$ cat config.mk
export PLATFORM = sky130hd
export DESIGN_NAME = seq_detect_prog
export DESIGN_NICKNAME = d
export VERILOG_FILES = /design/src/rtl/seq_detect_prog.sv
export SDC_FILE = /design/constraint.sdc
export NUM_CORES = 1
export LEC_CHECK = 0
export BUFFER_PORTS_ARGS = -buffer_cell sky130_fd_sc_hd__buf_4
export CORE_MARGIN = 1.5
export CORE_UTILIZATION = 55
export CTS_CLUSTER_DIAMETER = 80
export CTS_CLUSTER_SIZE = 28
export DETAILED_ROUTE_END_ITERATION = 8
export PLACE_DENSITY = 0.76
export SYNTH_ARGS = -nofsm -noshare
export SYNTH_HDL_FRONTEND = slang
export SYNTH_SLANG_ARGS = --single-unit
export TNS_END_PERCENT = 1
$ cat constraint.sdc
create_clock -name clk -period 3.6 [get_ports clk]
set_input_delay 0.36 -clock clk [delete_from_list [all_inputs] [get_ports clk]]
set_output_delay 0.36 -clock clk [all_outputs]
set_load 0.01 [all_outputs]
$ cat src/rtl/seq_detect_prog.sv
// Programmable SEQ_LEN-word sequence detector with gap tolerance, overlap/non-overlap modes
// and a saturating match counter. Optional per-bit compare masks under SEQ_DETECT_MASK_EN.
module seq_detect_prog #(
  parameter int DATA_W = 8,
  parameter int SEQ_LEN = 4,
  parameter int CNT_W = 16,
  parameter logic [DATA_W*SEQ_LEN-1:0] RST_PATTERN = 32'hABCDEF24
) (
  input  logic                         clk,
  input  logic                         rst,
  input  logic                         in_valid,
  input  logic [DATA_W-1:0]            data,
  input  logic                         overlap_en,
  input  logic                         cfg_we,
  input  logic [$clog2(SEQ_LEN)-1:0]   cfg_idx,
  input  logic [DATA_W-1:0]            cfg_word,
`ifdef SEQ_DETECT_MASK_EN
  input  logic [DATA_W-1:0]            cfg_mask,
`endif
  input  logic                         cnt_clr,
  output logic                         flag,
  output logic [CNT_W-1:0]             match_cnt,
  output logic [$clog2(SEQ_LEN+1)-1:0] fill
);

  localparam int FILL_W = $clog2(SEQ_LEN+1);
  localparam logic [FILL_W-1:0] FILL_FULL = FILL_W'(SEQ_LEN-1);

  logic [DATA_W-1:0] pattern [SEQ_LEN];
  // hist[0] is the oldest word, hist[SEQ_LEN-2] the newest
  logic [DATA_W-1:0] hist [SEQ_LEN-1];
`ifdef SEQ_DETECT_MASK_EN
  logic [DATA_W-1:0] mask [SEQ_LEN];
`endif

  logic               accept;
  logic               hit;
  logic [SEQ_LEN-1:0] word_ok;
  logic               idx_ok;

  assign accept = in_valid && !cfg_we;
  assign idx_ok = 32'(cfg_idx) < SEQ_LEN;

  always_comb begin
    word_ok = '0;
    for (int i = 0; i < SEQ_LEN-1; i++) begin
`ifdef SEQ_DETECT_MASK_EN
      word_ok[i] = ((hist[i] ^ pattern[i]) & ~mask[i]) == '0;
`else
      word_ok[i] = hist[i] == pattern[i];
`endif
    end
`ifdef SEQ_DETECT_MASK_EN
    word_ok[SEQ_LEN-1] = ((data ^ pattern[SEQ_LEN-1]) & ~mask[SEQ_LEN-1]) == '0;
`else
    word_ok[SEQ_LEN-1] = data == pattern[SEQ_LEN-1];
`endif
    hit = accept && (fill == FILL_FULL) && (&word_ok);
  end

  always_ff @(posedge clk) begin
    if (rst) begin
      for (int i = 0; i < SEQ_LEN; i++) begin
        pattern[i] <= RST_PATTERN[(SEQ_LEN-1-i)*DATA_W +: DATA_W];
`ifdef SEQ_DETECT_MASK_EN
        mask[i] <= '0;
`endif
      end
      for (int i = 0; i < SEQ_LEN-1; i++) hist[i] <= '0;
      fill      <= '0;
      flag      <= 1'b0;
      match_cnt <= '0;
    end else begin
      flag <= hit;

      if (cfg_we) begin
        if (idx_ok) begin
          pattern[cfg_idx] <= cfg_word;
`ifdef SEQ_DETECT_MASK_EN
          mask[cfg_idx] <= cfg_mask;
`endif
        end
        for (int i = 0; i < SEQ_LEN-1; i++) hist[i] <= '0;
        fill <= '0;
      end else if (in_valid) begin
        if (hit && !overlap_en) begin
          for (int i = 0; i < SEQ_LEN-1; i++) hist[i] <= '0;
          fill <= '0;
        end else begin
          for (int i = 0; i < SEQ_LEN-2; i++) hist[i] <= hist[i+1];
          hist[SEQ_LEN-2] <= data;
          if (fill != FILL_FULL) fill <= fill + 1'b1;
        end
      end

      // a clear coinciding with a match leaves exactly that one match counted
      if (cnt_clr)
        match_cnt <= hit ? CNT_W'(1) : '0;
      else if (hit && (match_cnt != {CNT_W{1'b1}}))
        match_cnt <= match_cnt + 1'b1;
    end
  end

endmodule

==> qor.yml <==
clock_tree:
  clk_pin_slew_ns: 0.08
  cts_sinks: 76
  cts_tree: "built"
  root_buffer: "clkbuf_8"
  cts_hold_buf: 0
  htreeDepth: 3
  cts_resized: 0
  numCtsBuffers: 9
  cts_setup_buffers: 0
  cts.path.max_buffers: 2
  clock_latency_ns: 0.35
placement:
  portBuffers: 43
  pre_cts_slack_ns: 1.068
  hpwl_mm: 5.260
  placed_cell_area_mm2: 0.004026
  gp_congestion: 0.8259
yosys:
  syn_avg_cell_area_um2: 11.86
  synth.area.top_cells: "edfxtp_1, dfxtp_1, and2_1, xnor2_1, nand2b_1"
  ys_warn_count: 0
  yosys_register_bits: 76
  async_flop_share_pct: 0
  synth_edf_count: 56
  netlist.area_leader.share_pct: 46.51
  syn_area_mm2: 0.003616
  ys_types: 41
  seq_area_frac_synth_pct: 57.58
  syn_nets: 332
  synth_top_flop_cell: "edfxtp_1"
  yosys.area.top_type: "edfxtp_1"
  netlist_instances: 305
floorplan:
  dieArea_mm2: 0.007070
  row_count: 29
  die_h_um: 84.09
  die_width_um: 84.09
  start_util_pct: 56.95
  core_area_mm2: 0.006350
  ioPinCount: 44
timing:
  setup_violations: 0
  finClkSkew_ns: 0.01271
  fin_crit_sh_pct: 70.69
  rsz0062_at_grt: "no"
  worst_pin_slew_ns: 1.085
  slew_headroom_pct: 27.63
  fmax_ghz: 0.3929
  finalHoldViolations: 0
  final_max_slew_viol_count: 0
  fin_setup_tns_ns: 0
  whs_ns: 0.2458
  layout_setup_ws_ns: 1.055
  fin_crit_ns: 2.545
critical_path:
  crit_path_max_incr_delay_ns: 0.63
  required_ns: 3.89
  crit_arrival_ns: 2.83
  crit_type: "reg -> reg"
  cp_slowest_cell: "nor4_4"
  worstSetupEndpointType: "flop"
  critPathMaxFanout: 10
  path_cells: "ha_1 -> ha_1 -> and3b_1 -> nand2_1 -> nor4_4 -> nand2_4 -> or4_1 -> a21oi_1"
  crit_top_cell: "ha_1"
  reg2reg_to: "match_cnt[4]"
  cp-start-kind: "flop"
  r2r_start: "fill[0]"
  r2r_cells: 8
  r2r_slack_ns: 1.06
power_and_ir_drop:
  p_switching_w: 0.0004249
  combPwrFrac_pct: 7.8
  clockPowerShare_pct: 38.4
  swShare_pct: 22.73
  leakage_nw: 1.511
  peakVddDrop_uv: 352.7
  intPower_w: 0.001445
  pwr-share-seq_pct: 53.8
  power_density_mw_per_mm2: 439.9
final_layout:
  final_common_cell: "edfxtp_1"
  n_antenna_cell: 0
  final_cell_mix: "edfxtp_1, buf_4, and2_1"
  drive_gt1_share_pct: 21.82
  area_growth_syn_to_layout_pct: 17.54
  design_area_mm2: 0.004250
  final_nets: 384
detailed_routing:
  drtIter0Drc: 178
  ant_nets: 0
  viasPerCell: 5.702
  wl_per_cell_um: 16.65
  firstDrtPassIters: 5
  num_vias: 2503
  remaining_drc_errors: 0
  wl_mm: 7.309
grt:
  grt_usage_pct: 21.95
  grt_max_degree: 27
  grt_overflow: 0
  grt_pass1_vias: 2342
  antenna_found_initial: 0
  grt_pass1_wl_mm: 11.76
status:
  outcome: "completed"
min_path:
  min-delay-start: "in_valid"
  hold-path-cell-count: 2
  hold_path_class: "in -> reg"
  hold_path_end: "fill[0]"
flow_run:
  maxCapViolations: 0
[worst max-delay path by stage]
stage / start / to / cells after the start
floorplan: fill[0] / match_cnt[4] / 8
detailed placement: fill[0] / hist[0][7] / 9
finish: fill[0] / match_cnt[4] / 8
global route: fill[0] / hist[0][3] / 9
global placement: fill[0] / hist[0][1] / 9
CTS: fill[0] / match_cnt[14] / 8
[synth_stat cells, drive strengths merged, types with 2 or more instances]
cell type  number
nand2          12
xnor2          29
dfxtp          20
o21ai          11
xor2            3
nor3b           2
a21oi          14
nand3          10
nor3            3
nand2b         20
nand4          18
ha              3
edfxtp         56
or3            10
nor2           11
and2           38
inv             5
nor4            3
o211ai          2
o31ai           6
or4             6
and3            2
or2             5
clkbuf          5
[flip-flops by register name (all words and copies together) (netlist names)]
name	count
hist	24
match_cnt	16
pattern	32
fill	3
flag	1
[cell type report]
class	instances	area, µm²
Fill cell	465	2100
Sequential cell	76	2082
Multi-Input combinational cell	217	1469
Timing Repair Buffer	48	360.3
Clock buffer	9	123.9
Clock inverter	7	100.1
Tap cell	77	96.34
Inverter	5	18.77
[per-layer routing]
metal	GRT usage [%]	vias to the layer above	wire (µm)
li1	-	1220	-
met1	31.06	1185	3278
met2	33.45	87	3431
met3	5.935	11	495
met4	6.110	0	103
met5	0	-	0
[through the flow]
stage | cells | power [W] | util (%)
finish | 439 | 0.001870 | 66.94
global route | 439 | 0.001929 | 66.94
CTS | 439 | 0.001878 | 66.94
detailed placement | 423 | 0.001171 | 63.41
global placement | 423 | 0.001168 | 63.41
floorplan | 305 | 0.001108 | -
[critical path: cells and delay by family (launching register included)]
family	cells	cell delay [ns]
simple gates	5	1.61
flops	1	0.38
fa+ha+maj	2	0.33
compound gates	1	0.14
[cell families after synthesis]
family,count (synthesis),synth area share (%)
and+or+nand+nor,144,24.64
DFF,76,57.58
AOI/OAI and AO/OA,37,6.090
xor gates and xnor gates,32,8.581
buffers and inverters,12,1.799
adders and majority gates,3,1.038
muxes,1,0.2768
[power groups by stage]
stage	sequential, W	combinational, W	clock [W]
after detailed placement	0.00103	0.000146	0
final	0.00101	0.000146	0.000718
after global placement	0.00102	0.000144	0
after global routing	0.00101	0.000158	0.000761
after floorplan	0.00102	0.0000873	0
after CTS	0.00101	0.000147	0.000725
Power figures use the tool's default switching activity.
